## config.mk

```make
export PLATFORM = sky130hd
export DESIGN_NAME = calc_sched
export DESIGN_NICKNAME = d
export VERILOG_FILES = /design/src/rtl/calc_pkg.sv /design/src/rtl/calc_sched_rr_arb2.sv /design/src/rtl/calc_sched.sv
export SDC_FILE = /design/constraint.sdc
export NUM_CORES = 1
export LEC_CHECK = 0
export ABC_AREA = 1
export CAP_MARGIN = 20
export CORE_AREA = 5 5 203 205
export DETAILED_ROUTE_END_ITERATION = 10
export DIE_AREA = 0 0 208 210
export REMOVE_ABC_BUFFERS = 1
export SLEW_MARGIN = 20
export SYNTH_ARGS = -nofsm -noshare
export SYNTH_HDL_FRONTEND = slang
export SYNTH_SLANG_ARGS = --single-unit
```

## constraint.sdc

```tcl
create_clock -name clk -period 5.3 [get_ports clk]
set_clock_uncertainty 0.15 [all_clocks]
set_input_delay 0.795 -clock clk [delete_from_list [all_inputs] [get_ports clk]]
set_output_delay 0.795 -clock clk [all_outputs]
set_load 0.03 [all_outputs]
```

## src/rtl/calc_pkg.sv

```systemverilog
package calc_pkg;

  localparam logic [2:0] OP_ADD = 3'b000;
  localparam logic [2:0] OP_SUB = 3'b001;
  localparam logic [2:0] OP_MUL = 3'b010;
  localparam logic [2:0] OP_DIV = 3'b011;
  localparam logic [2:0] OP_MOD = 3'b110;

  typedef enum logic [1:0] {
    IDLE = 2'd0,
    WAIT = 2'd1,
    DONE = 2'd2
  } state_t;

  function automatic logic op_legal(input logic [2:0] op);
    case (op)
      OP_ADD, OP_SUB, OP_MUL, OP_DIV, OP_MOD: return 1'b1;
      default:                                return 1'b0;
    endcase
  endfunction

endpackage

```

## src/rtl/calc_sched_rr_arb2.sv

```systemverilog
module rr_arb2 (
  input  logic [1:0] valid,
  input  logic       ptr,
  input  logic       advance,
  output logic [1:0] grant
);

  always_comb begin
    grant = '0;
    if (advance) begin
      case (valid)
        2'b01:   grant = 2'b01;
        2'b10:   grant = 2'b10;
        2'b11:   grant = ptr ? 2'b10 : 2'b01;
        default: grant = '0;
      endcase
    end
  end

endmodule

```

## src/rtl/calc_sched.sv

```systemverilog
module calc_sched
  import calc_pkg::*;
#(
  parameter int unsigned WIDTH = 64,
  parameter int unsigned LAT   = 2
) (
  input  logic             clk,
  input  logic             rst_n,
  input  logic             req0_valid,
  output logic             req0_ready,
  input  logic [2:0]       req0_op,
  input  logic [WIDTH-1:0] req0_a,
  input  logic [WIDTH-1:0] req0_b,
  input  logic             req1_valid,
  output logic             req1_ready,
  input  logic [2:0]       req1_op,
  input  logic [WIDTH-1:0] req1_a,
  input  logic [WIDTH-1:0] req1_b,
  output logic [2:0]       dp_op,
  output logic [WIDTH-1:0] dp_a,
  output logic [WIDTH-1:0] dp_b,
  input  logic [WIDTH-1:0] dp_out,
  output logic             res_valid,
  input  logic             res_ready,
  output logic [WIDTH-1:0] res_data,
  output logic             res_src,
  output logic             res_err
);

  localparam int unsigned CNT_W = 4;

  state_t             state_q, state_d;
  logic               ptr_q, ptr_d;
  logic [CNT_W-1:0]   cnt_q, cnt_d;
  logic               src_q, src_d;
  logic [2:0]         dp_op_q, dp_op_d;
  logic [WIDTH-1:0]   dp_a_q, dp_a_d;
  logic [WIDTH-1:0]   dp_b_q, dp_b_d;
  logic [WIDTH-1:0]   res_data_q, res_data_d;
  logic               res_err_q, res_err_d;

  logic [1:0]         grant;
  logic [2:0]         sel_op;
  logic [WIDTH-1:0]   sel_a, sel_b;

  // rst_n gates the grant so ready is 0 while reset is held, not just after it
  rr_arb2 u_arb (
    .valid   ({req1_valid, req0_valid}),
    .ptr     (ptr_q),
    .advance ((state_q == IDLE) && rst_n),
    .grant   (grant)
  );

  always_comb begin
    state_d    = state_q;
    ptr_d      = ptr_q;
    cnt_d      = cnt_q;
    src_d      = src_q;
    dp_op_d    = dp_op_q;
    dp_a_d     = dp_a_q;
    dp_b_d     = dp_b_q;
    res_data_d = res_data_q;
    res_err_d  = res_err_q;
    sel_op     = grant[1] ? req1_op : req0_op;
    sel_a      = grant[1] ? req1_a  : req0_a;
    sel_b      = grant[1] ? req1_b  : req0_b;

    case (state_q)
      IDLE: begin
        if (|grant) begin
          src_d = grant[1];
          ptr_d = grant[0];
          if (!op_legal(sel_op) ||
              (((sel_op == OP_DIV) || (sel_op == OP_MOD)) && (sel_b == '0))) begin
            res_err_d  = 1'b1;
            res_data_d = '0;
            state_d    = DONE;
          end else begin
            dp_op_d = sel_op;
            dp_a_d  = sel_a;
            dp_b_d  = sel_b;
            cnt_d   = CNT_W'(LAT - 1);
            state_d = WAIT;
          end
        end
      end
      WAIT: begin
        if (cnt_q == '0) begin
          res_data_d = dp_out;
          res_err_d  = 1'b0;
          state_d    = DONE;
        end else begin
          cnt_d = cnt_q - 4'd1;
        end
      end
      DONE: begin
        if (res_ready) state_d = IDLE;
      end
      default: state_d = IDLE;
    endcase
  end

  always_ff @(posedge clk or negedge rst_n) begin
    if (!rst_n) begin
      state_q    <= IDLE;
      ptr_q      <= 1'b0;
      cnt_q      <= '0;
      src_q      <= 1'b0;
      dp_op_q    <= '0;
      dp_a_q     <= '0;
      dp_b_q     <= '0;
      res_data_q <= '0;
      res_err_q  <= 1'b0;
    end else begin
      state_q    <= state_d;
      ptr_q      <= ptr_d;
      cnt_q      <= cnt_d;
      src_q      <= src_d;
      dp_op_q    <= dp_op_d;
      dp_a_q     <= dp_a_d;
      dp_b_q     <= dp_b_d;
      res_data_q <= res_data_d;
      res_err_q  <= res_err_d;
    end
  end

  assign req0_ready = grant[0];
  assign req1_ready = grant[1];
  assign dp_op      = dp_op_q;
  assign dp_a       = dp_a_q;
  assign dp_b       = dp_b_q;
  assign res_valid  = (state_q == DONE);
  assign res_data   = res_data_q;
  assign res_src    = src_q;
  assign res_err    = res_err_q;

endmodule

```

# Word-level counts from Yosys, hierarchy flattened
# Cells that the tools add are included.
# totals
register_bits,204
inputBits,331
output_inout_bits,200
word_cells,69
# op_classes
n_addsub,1
eq_ne,15
n_mux,26
bitwise,1
n_reduce_logical,17
# ops
cell,count
2-to-1 mux 64 bit,5
one-hot mux 64 bit (2 select lines),1
zero test 64 bit,1
2-to-1 mux 2 bit,6
2-to-1 mux 4 bit,3
one-hot mux 2 bit (3 select lines),2
one-hot mux 4 bit (2 select lines),1
AND reduction 4 bit,2
"equality test 2 bit, second input constant",3
"equality test 3 x 2 -> 1 bit, second input constant",2
2-to-1 mux 1 bit,6
"inequality test 2 x 1 -> 1 bit, second input constant",3
"inequality test 2 bit, second input constant",3
AND reduction 3 bit,2
OR reduction 5 bit,1
"equality test 2 x 1 -> 1 bit, second input constant",2
zero test 4 bit,1
"subtractor 4 x 1 -> 4 bit, second input constant",1
"equality test 3 x 1 -> 1 bit, second input constant",1
"equality test 3 bit, second input constant",1
zero test 3 bit,1
2-to-1 mux 3 bit,1
logical AND 1 bit,2
zero test 2 bit,1
other kinds (7),8

# Logic depth before layout (Yosys ltp)
# depth
depth_word,14
depth_mapped,19
mapped_depth_nobuf,17

# Modules after synthesis
# From an unflattened synthesis, not the netlist that was laid out.
# unflattened
hier_cells,1175
area_unflattened_um2,9786.9
# modules_own_cells
module,n_inst,cells_each,area_each_um2,seq_area_each_um2
calc_sched,1,1170,9765.6,5104.9
rr_arb2,1,5,21.3,0.0

# Worst setup path after synthesis
# No wires, ideal clock.
# synth_timing
kind,input -> register
start,input req1_valid
end,register res_data_q[13] (netlist: res_data[13])
setup_time_ns,0.118
arrival_ns,2.401
required_time_ns,5.032
path_slack_ns,2.631
stages,17
path_buffers,4
path_cell_list,a21boi_2 -> buf_4 -> buf_2 -> nand3_1 -> nand2_1 -> nor2_1 -> nand2_1 -> nor2_1 -> nand2_1 -> nor2_1 -> nand3_2 -> nand3_2 -> nand2_1 -> buf_4 -> buf_6 -> nand2_1 -> nand2_1
# synth_between
elab_chain_len,13
elab_cells_between_ends,25
classes_between,eq/ne (9); mux (7); reduce/logical (9)
# synth_rtl
element,line,source
start: declaration,calc_sched.sv:14,"input logic req1_valid,"
equality test 2 bit or equality test 2 x 1 -> 1 bit (tied branches),calc_sched_rr_arb2.sv:11,case (valid)
one-hot mux 2 bit (3 select lines) (*),calc_sched_rr_arb2.sv:11,
2-to-1 mux 2 bit (*),calc_sched_rr_arb2.sv:10,if (advance) begin
2-to-1 mux 3 bit,calc_sched.sv:64,sel_op = grant[1] ? req1_op : req0_op;
"equality test 3 x 2 -> 1 bit, or another cell as far along","calc_pkg.sv:16, calc_sched.sv:74",
OR reduction 5 bit,calc_pkg.sv:16,case (op)
2-to-1 mux 1 bit,calc_pkg.sv:16,
2-to-1 mux 1 bit,calc_sched.sv:70,if (|grant) begin
2-to-1 mux 1 bit,calc_sched.sv:68,case (state_q)
zero test 1 bit,calc_sched.sv:73,if (!op_legal(sel_op) ||
logical OR 1 bit,calc_sched.sv:73,
inequality test 2 x 1 -> 1 bit (no line),n/a,
AND reduction 4 bit (no line) (*),n/a,
end signal: assignment,calc_sched.sv:122,res_data_q <= res_data_d;
end: declaration,calc_sched.sv:39,"logic [WIDTH-1:0] res_data_q, res_data_d;"
# Every way passes the cells marked *; elsewhere a longest branch is shown, timed or not. The select of a mux whose other input is x is not followed.
# A chain may end at the register's enable or synchronous reset.

# Final worst setup path
# layout_timing
start,input rst_n
end,output req0_ready
# layout_between
elab_chain_len,2
# layout_rtl
element,line,source
start: declaration,calc_sched.sv:8,"input logic rst_n,"
logical AND 1 bit,calc_sched.sv:50,".advance ((state_q == IDLE) && rst_n),"
2-to-1 mux 2 bit,calc_sched_rr_arb2.sv:10,
end: declaration,calc_sched.sv:10,"output logic req0_ready,"
# No other way between the ends.

==> results.py <==
metrics = {
    "synth": {
        "synth_area_leader_cell": "dfrtp_1",
        "synthXorXnorAreaFrac_pct": 0.1803,
        "synthAdderAreaFrac_pct": 0.2576,
        "netlist_instances": 1175,
        "synth_edf_count": 0,
        "ys_seq_area_share_pct": 52.54,
        "ys_seq_elements": 204,
        "post-synth-top-area-fraction_pct": 52.54,
        "synth-compound-area-share_pct": 7.753,
        "synth_warnings": 0,
        "syn-cell-area_sq_um": 9716,
        "netlist_top_cells_count": "494 x nand2_1, 204 x dfrtp_1, 141 x o21ai_1, 85 x inv_1, 64 x mux2i_1",
        "yosysMostFrequentCell": "nand2_1",
        "ys.flop_type": "dfrtp_1",
        "synthMuxAreaShare_pct": 6.594,
        "async_flop_share_pct": 100.0,
        "synth_top_family_by_area": "simple AND/OR/NAND/NOR gates",
        "synthSimpleGateAreaFrac_pct": 24.30,
        "syn_avg_cell_area_sq_um": 8.269,
        "synth_area_leaders": "dfrtp_1 53%, nand2_1 19%, o21ai_1 7.3%",
        "synth.distinct_cells": 26,
    },
    "route": {
        "vias": 9365,
        "firstDrtPassIters": 4,
        "vias_per_cell": 4.211,
        "routedWlPerCell_um": 16.31,
        "drt-total-wl_um": 36270,
        "ant_nets": 0,
        "post-route-drc-count": 0,
        "drt-initial-drc-count": 473,
    },
    "floorplanning": {
        "die_w_um": 208,
        "rows": 73,
        "die_y_um": 210,
        "ios": 531,
        "fp.coreArea_sq_um": 39280,
        "initial_core_util_pct": 24.74,
        "die-area_sq_um": 43680,
    },
    "outcome": {
        "status": "completed",
    },
    "power_and_ir_drop": {
        "power_mw": 9.157,
        "vdd_ir_drop_max_v": 0.0003036,
        "leakage_nw": 7.930,
        "powerDensity_nw_per_um2": 565.8,
    },
    "setup_path": {
        "worstSetupPathType": "primary input to output pin",
        "required_ps": 4360,
        "slowest_delay_ps": 720,
        "end_kind": "output pin",
        "cp_slowest_cell": "clkdlybuf4s50_1",
        "path_cells": "dlygate4sd3_1, buf_8, inv_1, nor2_4, buf_4, nand3_1, inv_1, clkdlybuf4s50_1",
        "crit_arrival_ps": 3830,
        "crit_top_cell": "inv_1",
        "worst_setup_path_start_kind": "primary input",
        "critPathMaxFanout": 47,
    },
    "finish": {
        "fillers": 3986,
        "area.growth.synth_to_final_pct": 66.57,
        "nets": 2014,
        "fin_cells": 2224,
        "layout-drive-gt1-share_pct": 4.122,
    },
    "clocking": {
        "numCtsBuffers": 24,
        "clkTransAtPathRegs_ps": 50,
        "clock-sinks": 204,
        "clk_path_buf_depth": 3,
        "clock-root-buffer": "clkbuf_16",
        "cts_resized": 0,
        "cts_tree": "done",
        "clock_latency_ps": 510,
        "htreeDepth": 1,
    },
    "placed_design": {
        "place_hpwl_um": 28220,
        "placed_cells": 2179,
        "gp_congestion": 0.8721,
        "pre_cts_slack_ps": 717.8,
        "port_buffers": 530,
    },
    "global_route": {
        "grt_pass1_wl_um": 55390,
        "grt_use_total_pct": 15.71,
        "grt_pass1_vias": 9750,
        "grt_start_max_net_pins": 94,
        "antenna_found_initial": 1,
        "globalRoute.totalOverflow": 0,
    },
    "worst_hold_path": {
        "hold_path_class": "flip-flop to flip-flop",
    },
    "timing": {
        "tightest_slew_ps": 939.5,
        "fmax_mhz": 209.5,
        "fin_crit_sh_pct": 90.06,
        "rsz0062_at_grt": "no",
        "hold_viol": 0,
        "slew_headroom_pct": 37.36,
        "tns_ps": 0,
        "period_needed_ps": 4773,
        "setup_slack_ps": 527.1,
        "slew_viol_final": 0,
        "setup_violations": 0,
    },
    "job": {
        "drv_cap": 0,
    },
}
==> sequential cells by signal, indices dropped and copies added (netlist names) <==
| signal | cells |
|---|---|
| dp_op | 3 |
| cnt_q | 4 |
| state_q | 2 |
| res_err | 1 |
| dp_a | 64 |
| res_data | 64 |
| dp_b | 64 |
| ptr_q | 1 |
| res_src | 1 |
==> where the power goes <==
part / total [mW] / internal, mW / switching [mW]
combinational: 4.83 / 1.90 / 2.93
clock: 1.65 / 1.00 / 0.649
sequential: 2.67 / 2.27 / 0.405
==> path summary, 6_finish.rpt <==
kind / from / endpoint / slack (ps) / cells past startpoint
max: rst_n / req0_ready / 530 / 8
min: res_data[19] / res_data[19] / 320 / 2
max reg2reg: ptr_q / dp_a[57] / 1490 / 17
min reg2reg: res_data[19] / res_data[19] / 320 / 2
max in group asynchronous: rst_n / dp_a[39] / 2700 / 4
min in group asynchronous: rst_n / res_data[29] / 580 / 2
==> logic make-up after synthesis <==
| logic type | after synthesis |
|---|---|
| AND/OR/NAND/NOR | 599 |
| AO/OA/AOI/OAI | 148 |
| adder cells (fa/ha/maj) | 2 |
| multiplexers | 64 |
| flip-flops | 204 |
| XOR/XNOR | 2 |
| buffers and inverters | 156 |
==> through the flow <==
step	util, %	cell area (sq um)	hold slack [ps]
2_1_floorplan	-	9229	348.7
3_3_place_gp	39.15	15370	303.0
3_5_place_dp	39.15	15370	307.7
4_1_cts	41.20	16180	322.2
5_1_grt	41.20	16180	330.0
6_report	41.20	16180	317.7
==> critical path, delay by kind of cell <==
family	cells	cell delay [ps]
and+or+nand+nor	2	570
buffers and inverters	6	2430
==> layout by cell type, fill, tap and decap left out, types with 7 or more instances in the layout <==
master,n
clkdlybuf4s50_1,528
nand2_1,493
dfrtp_1,204
o21ai_1,141
inv_1,85
mux2i_1,64
nand3_1,51
nor2_1,43
clkbuf_16,25
buf_4,18
clkbuf_8,7
==> routing by layer <==
| metal | GRT usage, % | wire length, um | vias to the layer above |
|---|---|---|---|
| met2 | 27.03 | 17440 | 355 |
| li1 | - | - | 4718 |
| met3 | 5.105 | 2957 | 56 |
| met5 | 0 | 0 | - |
| met1 | 18.89 | 14840 | 4236 |
| met4 | 4.757 | 1029 | 0 |
==> final cells by class <==
type	count	area (sq um)	area share [%]
repair buffers	549	5465	33.77
flip-flops and latches	204	5105	31.54
multi-input cells	815	3831	23.67
clock buffers	37	740.7	4.577
well taps	525	656.9	4.059
inverters	87	326.6	2.018
clock inverters	6	55.05	0.3402
diodes	1	2.502	0.01546
==> repair_timing <==
action                                 in CTS  in global routing
setup buffers                               0                  0
endpoints found under the hold margin      24                  0
hold buffers                                1                  0
Note: power is estimated with default switching activity, not from simulation.
